==> config.mk <==
export PLATFORM = sky130hd
export DESIGN_NAME = control_juego
export DESIGN_NICKNAME = d
export VERILOG_FILES = /design/src/rtl/tictactoe_pkg.sv /design/src/rtl/control_juego_ganador.sv /design/src/rtl/control_juego.sv
export SDC_FILE = /design/constraint.sdc
export NUM_CORES = 1
export LEC_CHECK = 0
export ABC_AREA = 1
export BUFFER_PORTS_ARGS = -buffer_cell sky130_fd_sc_hd__buf_2
export CAP_MARGIN = 20
export CORE_MARGIN = 5
export CORE_UTILIZATION = 55
export DETAILED_ROUTE_END_ITERATION = 12
export GPL_TIMING_DRIVEN = 0
export PLACE_DENSITY = 0.74
export REMOVE_ABC_BUFFERS = 1
export SLEW_MARGIN = 30
export SYNTH_ARGS = -nofsm -noshare
export SYNTH_HDL_FRONTEND = slang
export SYNTH_HIERARCHICAL = 1
export SYNTH_SLANG_ARGS = --single-unit
export TNS_END_PERCENT = 10
==> constraint.sdc <==
create_clock -name clk -period 4.7 [get_ports clk]
set_input_delay 0.94 -clock clk [delete_from_list [all_inputs] [get_ports clk]]
set_output_delay 0.94 -clock clk [all_outputs]
set_load 0.005 [all_outputs]
==> src/rtl/tictactoe_pkg.sv <==
// Shared types and helpers for the TicTacToe game controller:
// cell codes, FSM states and the 9-cell board type.
package tictactoe_pkg;

    localparam logic [1:0] CELDA_VACIA = 2'b00;
    localparam logic [1:0] JUGADOR1    = 2'b01;
    localparam logic [1:0] JUGADOR2    = 2'b10;

    typedef enum logic [1:0] {INICIO, ESPERA, VERIFICA, FIN} estado_t;

    typedef logic [8:0][1:0] tablero_t;

    function automatic logic [1:0] codigo_jugador(input logic turno);
        return turno ? JUGADOR2 : JUGADOR1;
    endfunction

    function automatic logic tablero_lleno(input tablero_t tablero);
        logic lleno;
        lleno = 1'b1;
        for (int i = 0; i < 9; i++) begin
            if (tablero[i] == CELDA_VACIA) lleno = 1'b0;
        end
        return lleno;
    endfunction

endpackage

==> src/rtl/control_juego_ganador.sv <==
// Combinational win checker: high when any row, column or diagonal
// holds three identical non-empty marks.
module always_ganador
    import tictactoe_pkg::*;
(
    input  logic [8:0][1:0] i_tablero,
    output logic            o_hay_ganador
);

    function automatic logic linea(input logic [1:0] a, input logic [1:0] b, input logic [1:0] c);
        return (a != CELDA_VACIA) && (a == b) && (b == c);
    endfunction

    assign o_hay_ganador = linea(i_tablero[0], i_tablero[1], i_tablero[2]) ||
                           linea(i_tablero[3], i_tablero[4], i_tablero[5]) ||
                           linea(i_tablero[6], i_tablero[7], i_tablero[8]) ||
                           linea(i_tablero[0], i_tablero[3], i_tablero[6]) ||
                           linea(i_tablero[1], i_tablero[4], i_tablero[7]) ||
                           linea(i_tablero[2], i_tablero[5], i_tablero[8]) ||
                           linea(i_tablero[0], i_tablero[4], i_tablero[8]) ||
                           linea(i_tablero[2], i_tablero[4], i_tablero[6]);

endmodule

==> src/rtl/control_juego.sv <==
// TicTacToe sequencing controller: owns the board, alternates turns,
// validates moves and reports win, draw and turn timeout.
module control_juego
    import tictactoe_pkg::*;
#(
    parameter int TIMEOUT_CYCLES = 50_000_000
)
(
    input  logic            clk,
    input  logic            rst,
    input  logic            mov_valido,
    input  logic [3:0]      posicion,
    input  logic            reiniciar,
    output logic [8:0][1:0] matrizDeJuego,
    output logic            turno,
    output logic [1:0]      ganador,
    output logic            empate,
    output logic            mov_error,
    output logic            timeout,
    output logic            juego_activo
);

    localparam int            TW   = (TIMEOUT_CYCLES > 1) ? $clog2(TIMEOUT_CYCLES) : 1;
    localparam logic [TW-1:0] TMAX = TW'(TIMEOUT_CYCLES - 1);

    estado_t       r_estado;
    logic [TW-1:0] r_timer;
    logic          w_hay_ganador;
    logic          w_celda_libre;
    logic          w_mov_legal;
    logic          w_expira;

    always_ganador u_ganador (
        .i_tablero     (matrizDeJuego),
        .o_hay_ganador (w_hay_ganador)
    );

    // Decoded lookup so out-of-range positions never index the board.
    always_comb begin
        w_celda_libre = 1'b0;
        for (int i = 0; i < 9; i++) begin
            if (posicion == 4'(i)) w_celda_libre = (matrizDeJuego[i] == CELDA_VACIA);
        end
    end

    assign w_mov_legal = mov_valido && (posicion <= 4'd8) && w_celda_libre;
    assign w_expira    = (r_timer == TMAX);

    always_ff @(posedge clk) begin
        if (rst) begin
            r_estado      <= INICIO;
            r_timer       <= '0;
            matrizDeJuego <= '0;
            turno         <= 1'b0;
            ganador       <= CELDA_VACIA;
            empate        <= 1'b0;
            mov_error     <= 1'b0;
            timeout       <= 1'b0;
            juego_activo  <= 1'b0;
        end else begin
            mov_error <= 1'b0;
            timeout   <= 1'b0;
            case (r_estado)
                INICIO: begin
                    matrizDeJuego <= '0;
                    turno         <= 1'b0;
                    r_timer       <= '0;
                    ganador       <= CELDA_VACIA;
                    empate        <= 1'b0;
                    juego_activo  <= 1'b1;
                    r_estado      <= ESPERA;
                end
                ESPERA: begin
                    if (w_mov_legal) begin
                        for (int i = 0; i < 9; i++) begin
                            if (posicion == 4'(i)) matrizDeJuego[i] <= codigo_jugador(turno);
                        end
                        r_timer  <= '0;
                        r_estado <= VERIFICA;
                    end else begin
                        if (mov_valido) mov_error <= 1'b1;
                        // A rejected move freezes the timer unless the turn is expiring.
                        if (w_expira) begin
                            turno   <= ~turno;
                            r_timer <= '0;
                            timeout <= 1'b1;
                        end else if (!mov_valido) begin
                            r_timer <= r_timer + 1'b1;
                        end
                    end
                end
                VERIFICA: begin
                    if (w_hay_ganador) begin
                        ganador      <= codigo_jugador(turno);
                        juego_activo <= 1'b0;
                        r_estado     <= FIN;
                    end else if (tablero_lleno(matrizDeJuego)) begin
                        empate       <= 1'b1;
                        juego_activo <= 1'b0;
                        r_estado     <= FIN;
                    end else begin
                        turno    <= ~turno;
                        r_timer  <= '0;
                        r_estado <= ESPERA;
                    end
                end
                FIN: begin
                    if (reiniciar) r_estado <= INICIO;
                end
                default: r_estado <= INICIO;
            endcase
        end
    end

endmodule

Word level (Yosys, flattened, before mapping). Index checks and enable logic that the tools add are counted.

Output and inout bits: 25. Input port bits: 8. Logic and storage cells: 187. Register bits: 53.

Bitwise operators: 2. Equality and inequality tests: 47. Reductions and logical operators: 60. Add/sub/neg operators: 1. Order comparisons: 1. Mux-type cells: 59.

Operators by type and width (number): two-way mux 26 bit (5); case mux 26 bit (3 select lines) (1); case mux 18 bit (2 select lines) (1); equality test 2 bit (16); inequality test 2 bit, second input constant (16); two-way mux 1 bit (31); two-way mux 2 bit (15); AND reduction 3 bit (10); adder 26 x 1 -> 26 bit, second input constant (1); equality test 26 bit, second input constant (1); logical NOT 2 bit (10); logical AND 1 bit (18); two-way mux 18 bit (1); equality test 4 x 3 -> 1 bit, second input constant (4); nonzero test 2 bit (7); equality test 4 x 2 -> 1 bit, second input constant (2); case mux 2 bit (4 select lines) (1); logical OR 1 bit (7); AND reduction 2 bit (3); AND reduction 5 bit (1); equality test 2 bit, second input constant (2); equality test 4 x 1 -> 1 bit, second input constant (1); equality test 4 bit, second input constant (1); <= comparator 4 bit, second input constant (1); 12 further kinds (14).

Logic depth before layout (Yosys ltp). Gate-level depths: netlist (run 1).

Depth after elaboration: 16. Depth in mapped cells: 15. Gate-level depth less buffers: 14.

By module. The synthesis (run 1) kept the hierarchy.

Modules (own cells, without submodules): control_juego (sequential area each 1061.0 sq um, instances 1, area each 3429.5 sq um, cells an instance 560); always_ganador (sequential area each 0.0 sq um, instances 1, area each 359.1 sq um, cells an instance 83).

Worst setup path before layout (run 1). No wires, ideal clock.

Kind: input port to flip-flop. Start: in posicion[2]. End: reg r_timer[18]. Arrival time: 2.117 ns. Setup slack: 2.469 ns. Setup time: 0.114 ns. Path buffers: 1. Stages on the path: 13. Data required time: 4.586 ns. Cells stage by stage: nor2_2 > inv_2 > nor3_2 > nand2_1 > nand3_1 > nand2_1 > nand3_2 > nand2_4 > nand2_2 > nand2_4 > buf_4 > a21oi_1 > nor2_1.

Cells in the longest elaborated chain, start to end: 13. Elaborated cells between the ends (all ways): 25. Classes of those cells: order compare: 1; eq/ne: 9; mux: 11; reduce/logical: 4.

RTL lines: from (decl) (line control_juego.sv:12) `input logic [3:0] posicion,`; logical NOT 4 bit (line control_juego.sv:42) `if (posicion == 4'(i)) w_celda_libre = (matrizDeJuego[i] == CELDA_VACIA);`; two-way mux 1 bit (9 in a row) (line control_juego.sv:42); logical AND 1 bit (*) (line control_juego.sv:46) `assign w_mov_legal = mov_valido && (posicion <= 4'd8) && w_celda_libre;`; inequality test 4 bit (no source line) or two-way mux 26 bit (tied branches); AND reduction 4 bit (no source line) or case mux 26 bit (3 select lines) (tied branches); to (signal assigned) (line control_juego.sv:88) `r_timer <= r_timer + 1'b1;`; to (decl) (line control_juego.sv:27) `logic [TW-1:0] r_timer;`.

Mark *: on every way between the ends. The rest lies on a longest branch, timed or not. A chain may end at the register's enable or synchronous reset.

Final worst setup path (run 1).
Start: reg matrizDeJuego[9] in the netlist's numbering. End: reg r_timer[16].

Cells in the longest elaborated chain, start to end: 12. Elaborated cells between the ends (all ways): 44. Classes of those cells: eq/ne: 11; mux: 15; reduce/logical: 18.

RTL lines: from (decl) (line control_juego.sv:14) `output logic [8:0][1:0] matrizDeJuego,`; from (signal, indexed assignment) (line control_juego.sv:76) `if (posicion == 4'(i)) matrizDeJuego[i] <= codigo_jugador(turno);`; equality test 2 bit (line control_juego_ganador.sv:11) `return (a != CELDA_VACIA) && (a == b) && (b == c);`; logical AND 1 bit (2 in a row) (line control_juego_ganador.sv:11); logical OR 1 bit (line control_juego_ganador.sv:14) `assign o_hay_ganador = linea(i_tablero[0], i_tablero[1], i_tablero[2]) ||`; logical OR 1 bit (line control_juego_ganador.sv:15) `linea(i_tablero[3], i_tablero[4], i_tablero[5]) ||`; logical OR 1 bit (line control_juego_ganador.sv:16) `linea(i_tablero[6], i_tablero[7], i_tablero[8]) ||`; logical OR 1 bit (line control_juego_ganador.sv:17) `linea(i_tablero[0], i_tablero[3], i_tablero[6]) ||`; logical OR 1 bit (line control_juego_ganador.sv:18) `linea(i_tablero[1], i_tablero[4], i_tablero[7]) ||`; logical OR 1 bit (line control_juego_ganador.sv:19) `linea(i_tablero[2], i_tablero[5], i_tablero[8]) ||`; logical OR 1 bit (*) (line control_juego_ganador.sv:20) `linea(i_tablero[0], i_tablero[4], i_tablero[8]) ||`; net w_hay_ganador (line control_juego.sv:28) `logic w_hay_ganador;`; inequality test 2 bit (no source line) (*); AND reduction 4 bit (no source line) (*).

Mark *: on every way through the listed nets, which the timed path passes. The rest lies on a longest branch. The select of a mux whose other input is x is not followed.

==> metrics.md, run 1 <==
| Metric | Value |
|---|---|
| Area growth from synthesis to layout | 6.539% |
| Most frequent cells after synthesis | 175 x sky130_fd_sc_hd__nand2_1, 103 x sky130_fd_sc_hd__nor2_1, 84 x sky130_fd_sc_hd__nand3_1, 81 x sky130_fd_sc_hd__inv_1, 53 x sky130_fd_sc_hd__dfxtp_1 |
| Startpoint of the most critical register-to-register path | matrizDeJuego[9] |
| Number of search-and-repair iterations in the first detailed-routing pass | 5 |
| Status | finished clean |
| Critical Path Sink Type | flop |
| Vias per cell | 5.394 |
| Die width | slightly above 90 um |
| Leading cell type by number of instances after synthesis | sky130_fd_sc_hd__nand2_1 |
| Worst-margin pin slew | 0.6009 ns |
| Biggest area contributors in the synthesized netlist | sky130_fd_sc_hd__dfxtp_1 28%, sky130_fd_sc_hd__nand2_1 17%, sky130_fd_sc_hd__nand3_1 11%, sky130_fd_sc_hd__nor2_1 10%, sky130_fd_sc_hd__inv_1 8.0% |
| Maximum buffer depth of the clock tree | 2 |
| Type of the setup path with the least slack | reg2reg |
| Synth warnings | 6 |
| Post-route non-filler standard cell count | 747 |
| Worst Setup EP | r_timer[16] |
| Average cell area after synthesis | approximately 5.9 um^2 |
| I/O pin cnt | 33 |
| Die Outline Area | just under 9000 um^2 |
| Vias in the first global route | around 3700 |
| Global-route wire length before repair | around 17000 um |
| Min-delay worst type | reg2reg |
| Worst endpoint data arrival time | 2.92 ns |
| Setup-violating endpoint count in the final report | 0 |
| Final period demand of the worst path | 2.713 ns |
| Depth of the worst register-to-register path | 13 |
| Worst vdd ir | 238.5 uV |
| Floorplan die height | 93.00 um |
| Share of synthesized area occupied by flip-flops and latches | 0.2801 |
| Synth cell types | 31 |
| FF-to-FF setup slack | 1.99 ns |
| Layout cells sized above 1 | 0.1004 |
| Routed len/inst | roughly 13 um |
| Hold-fix buffers, CTS | 0 |
| Area of the mapped netlist | approximately 3800 um^2 |
| Required time of the critical path | ~4.9 ns |
| Post-CTS setup buffer count | 0 |
| H-tree lvl count | 2 |
| DR iter-0 viols | 240 |
| Num CTS Buffers | 5 |
| Cell count after synthesis | roughly 640 |
| Setup repair after global routing missed its margin | no |
| CP Launch Type | flop |
| DRC violations left | 0 |
| Final Hold Viols | 0 |
| Worst Clk Skew | ~0.010 ns |
| Primary flip-flop cell chosen by synthesis mapping | sky130_fd_sc_hd__dfxtp_1 |
| Detailed-route via count | 4029 |
| # port buffers | 32 |
| Core ar. | 6756 um^2 |
| Maximum number of pins on one net before global-route repair | 42 |
| Final worst path period share | 0.5773 |
| Core Rows | 30 |
| CP startpoint | matrizDeJuego[9] |
| Clk Latency, worst-skew pair | 0.31 ns |
| Number of storage elements in the synthesis netlist | 53 |
| Power density of the placed cells | 422.8 nW/um^2 |
| Leakage power of the design | 0.001887 uW |
| Number of max-slew violations in the final report | 0 |
| Critical path fanouts, max | slightly above 40 |
| Dominant cell type by area after synthesis | sky130_fd_sc_hd__dfxtp_1 |
| Fill cell count | 708 |
| Max transition margin | 0.5990 |
| Hold path start | empate |
| Antenna Nets Post-Route | 0 |
| Clock-pin transition on the worst setup and hold timing paths | 0.10 ns |
| Antenna violations before repair | 0 |
| Starting utilization of the core area | 0.5607 |
| Async SR Flop Fraction | 0 |
| Share of the synthesized area in the top cell type | 0.2801 |
| ANT cells | 0 |
| Maxcap violations | 0 |
| Highest achievable clock rate | 368.6 MHz |
| Clock tree from TritonCTS | yes |
| Setup_tns | 0 ns |
| Overall fraction of global-route tracks in use | 0.2376 |
| Worst reg2reg path endpoint | r_timer[16] |
| Final RePlAce weighted congestion | 0.9615 |
| Clock root cell | sky130_fd_sc_hd__clkbuf_8 |
| Count of placed standard cells including taps | 739 |
| Post-layout nets | 680 |
| Number of synthesized flops with an enable pin | 0 |
| Detailed placer's ending HPWL | about 7400 um |
| Sinks on Clock Net | 53 |
| Number of gates resized after cts | 0 |
| Total grt overflow | 0 |
| Drt total wl | 9809 um |
[cells in the final DEF, fill, tap and decap left out, types with 3 or more instances in the layout]
master and instances:
sky130_fd_sc_hd__dfxtp_1 53, sky130_fd_sc_hd__nor2_1 103, sky130_fd_sc_hd__nand3_1 84, sky130_fd_sc_hd__clkbuf_8 5
sky130_fd_sc_hd__nor4_1 3, sky130_fd_sc_hd__nor3_1 16, sky130_fd_sc_hd__nand2_1 175, sky130_fd_sc_hd__buf_2 32
sky130_fd_sc_hd__nor3_2 3, sky130_fd_sc_hd__nor2_2 5, sky130_fd_sc_hd__nand4_1 13, sky130_fd_sc_hd__inv_2 10
sky130_fd_sc_hd__nand2_4 4, sky130_fd_sc_hd__inv_1 80, sky130_fd_sc_hd__o21ai_0 13, sky130_fd_sc_hd__xor2_1 17
sky130_fd_sc_hd__ha_1 6, sky130_fd_sc_hd__o21ai_1 3, sky130_fd_sc_hd__a21oi_1 28
[metal layers]
metal / global-route usage / vias to the layer above / routed length, um
li1: - / 2083 / -
met3: 0.02977 / 16 / 558
met2: 0.4289 / 119 / 4765
met1: 0.2910 / 1811 / 4279
met4: 0.07814 / 0 / 206
met5: 0 / - / 0
[cell type report]
| class | instances | area [um^2] | share of cell area |
|---|---|---|---|
| flip-flops and latches | 53 | 1061 | 0.2629 |
| repair buffers | 32 | 160.2 | 0.03968 |
| clock inverters | 2 | 15.01 | 0.003720 |
| inverters | 90 | 337.8 | 0.08370 |
| well taps | 80 | 100.1 | 0.02480 |
| multi-input cells | 484 | 2290 | 0.5673 |
| clock buffers | 6 | 72.57 | 0.01798 |
[how the worst min path moves through the flow]
stage | to | slack, ns | cells past startpoint
floorplan | empate | 0.45 | 2
global route | empate | 0.50 | 2
detailed placement | empate | 0.46 | 2
global placement | empate | 0.45 | 2
finish | empate | 0.47 | 2
CTS | empate | 0.47 | 2
[through the flow]
stage / hold WS, ns / total power [uW] / util / cell area [um^2] / worst slack, ns
2_1_floorplan: 0.4540 / 1245 / - / 3689 / 2.271
3_3_place_gp: 0.4492 / 1431 / 0.5844 / 3949 / 1.736
3_5_place_dp: 0.4583 / 1453 / 0.5844 / 3949 / 1.713
4_1_cts: 0.4743 / 1718 / 0.5974 / 4036 / 1.970
5_1_grt: 0.5022 / 1876 / 0.5974 / 4036 / 1.579
6_report: 0.4664 / 1706 / 0.5974 / 4036 / 1.987
[power by group]
part | total [uW] | leakage (uW) | switching [uW] | internal (uW)
combinational | 772 | 0.00142 | 513 | 259
sequential | 673 | 0.000432 | 130 | 543
clock | 261 | 0.0000374 | 156 | 105
[logic make-up after synthesis]
group / count (synthesis) / synth area share
compound gates: 46 / 0.06176
xor+xnor: 17 / 0.03930
fa+ha+maj: 6 / 0.01981
buf+inv: 106 / 0.1156
flops: 53 / 0.2801
simple gates: 415 / 0.4835
[sequential cells by signal, summed over array words and instances, names as in the netlist]
name	count
r_timer	26
ganador	2
juego_activo	1
mov_error	1
r_estado	2
turno	1
empate	1
matrizDeJuego	18
timeout	1
[worst max-delay path: stages, from the launching register on]
cell                      delay (ns)
sky130_fd_sc_hd__dfxtp_1        0.60
sky130_fd_sc_hd__nor2_1         0.09
sky130_fd_sc_hd__nand3_1        0.08
sky130_fd_sc_hd__nand2_1        0.06
sky130_fd_sc_hd__nand2_1        0.07
sky130_fd_sc_hd__nand2_1        0.06
sky130_fd_sc_hd__nor2_2         0.07
sky130_fd_sc_hd__nand3_1        0.13
sky130_fd_sc_hd__nand2_1        0.19
sky130_fd_sc_hd__nand2_1        0.12
sky130_fd_sc_hd__nor2_2         0.48
sky130_fd_sc_hd__nand2_4        0.36
sky130_fd_sc_hd__a21oi_1        0.23
sky130_fd_sc_hd__nor2_1         0.05
(Power assumes the default switching activity.)
==> inputs of run 2 (changes only) <==
Settings changed: ABC_AREA 1 to 0, CORE_UTILIZATION 55 to 53, PLACE_DENSITY 0.74 to 0.76.
Clock period 4.7 ns to 2.4 ns, I/O delays scaled along.
==> run 2 against run 1 <==
  * Critical path type unchanged
  * The run now ends with negative setup slack left
  * Register-to-register slack got worse by 2.2 ns
  * Worst setup slack got worse by 2.2 ns
  * Largest cell class unchanged
  * Hold slack gained 0.032 ns
  * Utilization rose by 5.3 points
==> metrics.md, run 2 <==
| Metric | Value |
|---|---|
| Status | finished with violations |
| Failing checks | negative setup slack |
| Detailed-route via count | 3362 |
| CP Launch Type | flop |
| Fin worst setup slack | -0.2618 ns |
| Share of synthesized area occupied by flip-flops and latches | 0.3341 |
| Overall power | 2241 uW |
| Commonest cells after routing, fill and taps aside | 49 x sky130_fd_sc_hd__nand2_1, 39 x sky130_fd_sc_hd__dfxtp_1, 32 x sky130_fd_sc_hd__buf_2 |
| Synth cell types | 65 |
| Delay of the slowest cell on the worst path | about 0.4 ns |
| Floorplan die height | 87.41 um |
| Setup repair after global routing missed its margin | yes |
| Overall fraction of global-route tracks in use | 0.2369 |
| Routed len/inst | 17.56 um |
| Critical path fanouts, max | 5 |
| Hold-critical path endpoint | juego_activo |
| Worst reg2reg path endpoint | r_timer[18] |
| Number of max-slew violations in the final report | 0 |
| Final period demand of the worst path | 2.662 ns |
| Cells along the critical path | buf_6 > and3_2 > o22ai_2 > a31oi_2 > or3_4 > a22oi_2 > nand2b_2 > a31oi_4 > buf_4 > a2bb2oi_1 > o41ai_2 |
| DR iter-0 viols | 170 |
| Core Rows | 28 |
| H-tree lvl count | 2 |
| Sinks on Clock Net | between 50 and 60 |
| Required time of the critical path | around 2.6 ns |
| DRC violations left | 0 |
| Leakage power of the design | 0.001335 uW |
| Number of synthesized flops with an enable pin | 0 |
| Drt total wl | 9062 um |
| Power share of the clock group | 0.221 |
| Switching power | 829.6 uW |
| Average cell area after synthesis | 8.101 um^2 |
| Worst endpoint data arrival time | 2.83 ns |
| DP Worst Slack | -0.9773 ns |
| Max transition margin | 0.4700 |
| Primary flip-flop cell chosen by synthesis mapping | sky130_fd_sc_hd__dfxtp_1 |
| Starting utilization of the core area | 0.5395 |
| Die Outline Area | around 7600 um^2 |
| Dominant cell type by area after synthesis | sky130_fd_sc_hd__dfxtp_1 |
| Min-delay worst type | reg2reg |
| ANT cells | 0 |
| Layout cells sized above 1 | 0.2789 |
| Vias per cell | between 6 and 7 |
| Synth warnings | 6 |
| Maxcap violations | 0 |
| XOR/XNOR Fraction of Synth Area | 0 |
| Area growth from synthesis to layout | 20.57% |
| Worst-margin pin slew | 0.7950 ns |
| Internal power of the cells | roughly 1400 uW |
| Core ar. | just under 6000 um^2 |
| Largest Register | r_timer |
| Maximum buffer depth of the clock tree | 2 |
| Largest family of logic cells by synthesized area | simple AND/OR/NAND/NOR gates |
| Min-Delay Path Depth | 2 |
| Area of the mapped netlist | 3176 um^2 |
| Vias in the first global route | ~3000 |
| Most frequent cells after synthesis | 53 x sky130_fd_sc_hd__dfxtp_1, 49 x sky130_fd_sc_hd__nand2_1, 23 x sky130_fd_sc_hd__nor2_1, 23 x sky130_fd_sc_hd__nor3_1 |
| Flip-flop count of the largest register after layout | 26 |
| Clock-pin transition on the worst setup and hold timing paths | 0.10 ns |
| Leading cell type by number of instances after synthesis | sky130_fd_sc_hd__dfxtp_1 |
| Antenna violations before repair | 0 |
| Fill cell count | about 500 |
| Setup_tns | -5.310 ns |
| Global-route wire length before repair | between 10000 and 15000 um |
| Worst Clk Skew | 0.01225 ns |
| Depth of the worst register-to-register path | 11 |
| Number of storage elements in the synthesis netlist | 53 |
| Net Sw Frac | 0.3702 |
| Share of the synthesized area in the top cell type | 0.3341 |
| Area fraction in compound gates after synthesis | 0.2407 |
| Biggest area contributors in the synthesized netlist | sky130_fd_sc_hd__dfxtp_1 33%, sky130_fd_sc_hd__nand2_1 5.8%, sky130_fd_sc_hd__a311oi_1 4.4%, sky130_fd_sc_hd__nor3_1 3.6%, sky130_fd_sc_hd__a21oi_1 3.3% |
| Worst vdd ir | between 300 and 400 uV |
| Post-synthesis adder-cell area fraction | 0.02364 |
| Setup-violating endpoint count in the final report | 27 |
| Most frequent standard cell in the layout excluding fill and tap cells | sky130_fd_sc_hd__nand2_1 |
| Highest achievable clock rate | 375.7 MHz |
| Share of synthesized area spent on multiplexers | 0.01300 |
| Max stage delay cell, worst path | sky130_fd_sc_hd__or3_4 |
| FF-to-FF setup slack | -0.26 ns |
| Final worst path period share | 1.109 |
| Post-Synth Simple-Gate Area | 0.3345 |
| Total grt overflow | 0 |
| Final-layout worst hold slack | roughly 0.5 ns |
| Hold-fix buffers, CTS | 0 |
| Detailed placer's ending HPWL | 5506 um |
| Antenna Nets Post-Route | 0 |
| Proportion of power drawn by flip-flops and latches | 0.429 |
| Hold path start | juego_activo |
| Maximum number of pins on one net before global-route repair | 41 |
| Number of search-and-repair iterations in the first detailed-routing pass | 5 |
| Clk Latency, worst-skew pair | 0.31 ns |
| I/O pin cnt | 33 |
| Type of the setup path with the least slack | reg2reg |
| Startpoint of the most critical register-to-register path | matrizDeJuego[8] |
| Die width | 87.41 um |
| # port buffers | 32 |
| Clock tree from TritonCTS | yes |
| Async SR Flop Fraction | 0 |
| Clock root cell | sky130_fd_sc_hd__clkbuf_8 |
| Registers with the highest flip-flop counts | r_timer: 26 flops, matrizDeJuego: 18 flops |
| Comb pwr share | 0.350 |
| Post-layout nets | ~450 |
| Num CTS Buffers | 5 |
| Cell count after synthesis | 392 |
| Power density of the placed cells | 585.4 nW/um^2 |
| Final Hold Viols | 0 |
| Final RePlAce weighted congestion | 0.9140 |
| Critical Path Sink Type | flop |
[run 2: cell count changes after synthesis, moves of 14 or more]
| cell | previous run | this run |
|---|---|---|
| sky130_fd_sc_hd__nand2b_1 | 0 | 14 |
| sky130_fd_sc_hd__xor2_1 | 17 | 0 |
| sky130_fd_sc_hd__a311oi_1 | 0 | 16 |
| sky130_fd_sc_hd__nand3_1 | 84 | 21 |
| sky130_fd_sc_hd__nor2_1 | 103 | 23 |
| sky130_fd_sc_hd__nand2_1 | 175 | 49 |
| sky130_fd_sc_hd__inv_1 | 81 | 7 |
[run 2: power by group through the flow]
stage                     logic [uW]  registers [uW]  clock network, uW
after floorplan                  417             975                  0
after global placement           574             990                  0
after detailed placement         593             990                  0
after CTS                        761             959                504
after global routing             861             967                545
final                            784             961                496
[run 2: critical path, delay by kind of cell, from the launching register on]
family | cells | cell delay [ns]
flops | 1 | 0.38
compound gates | 6 | 1.11
simple gates | 3 | 0.77
buf+inv | 2 | 0.29
[run 2: how the worst max path moves through the flow]
stage | from | to | slack [ns] | cells past startpoint
floorplan | matrizDeJuego[16] | r_timer[18] | -0.24 | 10
global placement | matrizDeJuego[5] | r_timer[18] | -0.87 | 10
detailed placement | matrizDeJuego[5] | r_timer[18] | -0.98 | 10
CTS | matrizDeJuego[5] | r_timer[3] | -0.14 | 12
global route | matrizDeJuego[5] | r_timer[16] | -0.40 | 11
finish | matrizDeJuego[8] | r_timer[18] | -0.26 | 11
[run 2: layout make-up]
type | instances | area (um^2) | share of cell area
clock buffers | 7 | 76.32 | 0.01993
clock inverters | 1 | 7.507 | 0.001961
inverters | 8 | 30.03 | 0.007843
multi-input cells | 311 | 2101 | 0.5487
flip-flops and latches | 53 | 1104 | 0.2882
well taps | 75 | 93.84 | 0.02451
repair buffers | 61 | 416.7 | 0.1088
[run 2: repair_timing]
item,in CTS,in global routing
pin swaps,15,27
gates resized for setup,47,23
endpoints found under the setup margin,36,42
setup buffers,25,5
cloned,2,0
[run 2: kinds of logic after synthesis]
group	after synthesis
fa+ha+maj	6
simple gates	192
flops	53
compound gates	108
buf+inv	29
mux	4
[run 2: layer usage]
layer  wire length (um)  vias to the layer above  global-route usage
li1                   -                     1594                   -
met1               3801                     1573              0.3091
met2               4227                      161              0.3925
met3                702                       34             0.03027
met4                331                        0             0.09763
met5                  0                        -                   0
[run 2: through the flow]
stage	cells	instance area [um^2]	util
after global routing	516	3829	0.6505
after global placement	478	3288	0.5587
after CTS	513	3740	0.6354
final	516	3829	0.6505
after floorplan	371	3034	-
after detailed placement	478	3292	0.5593
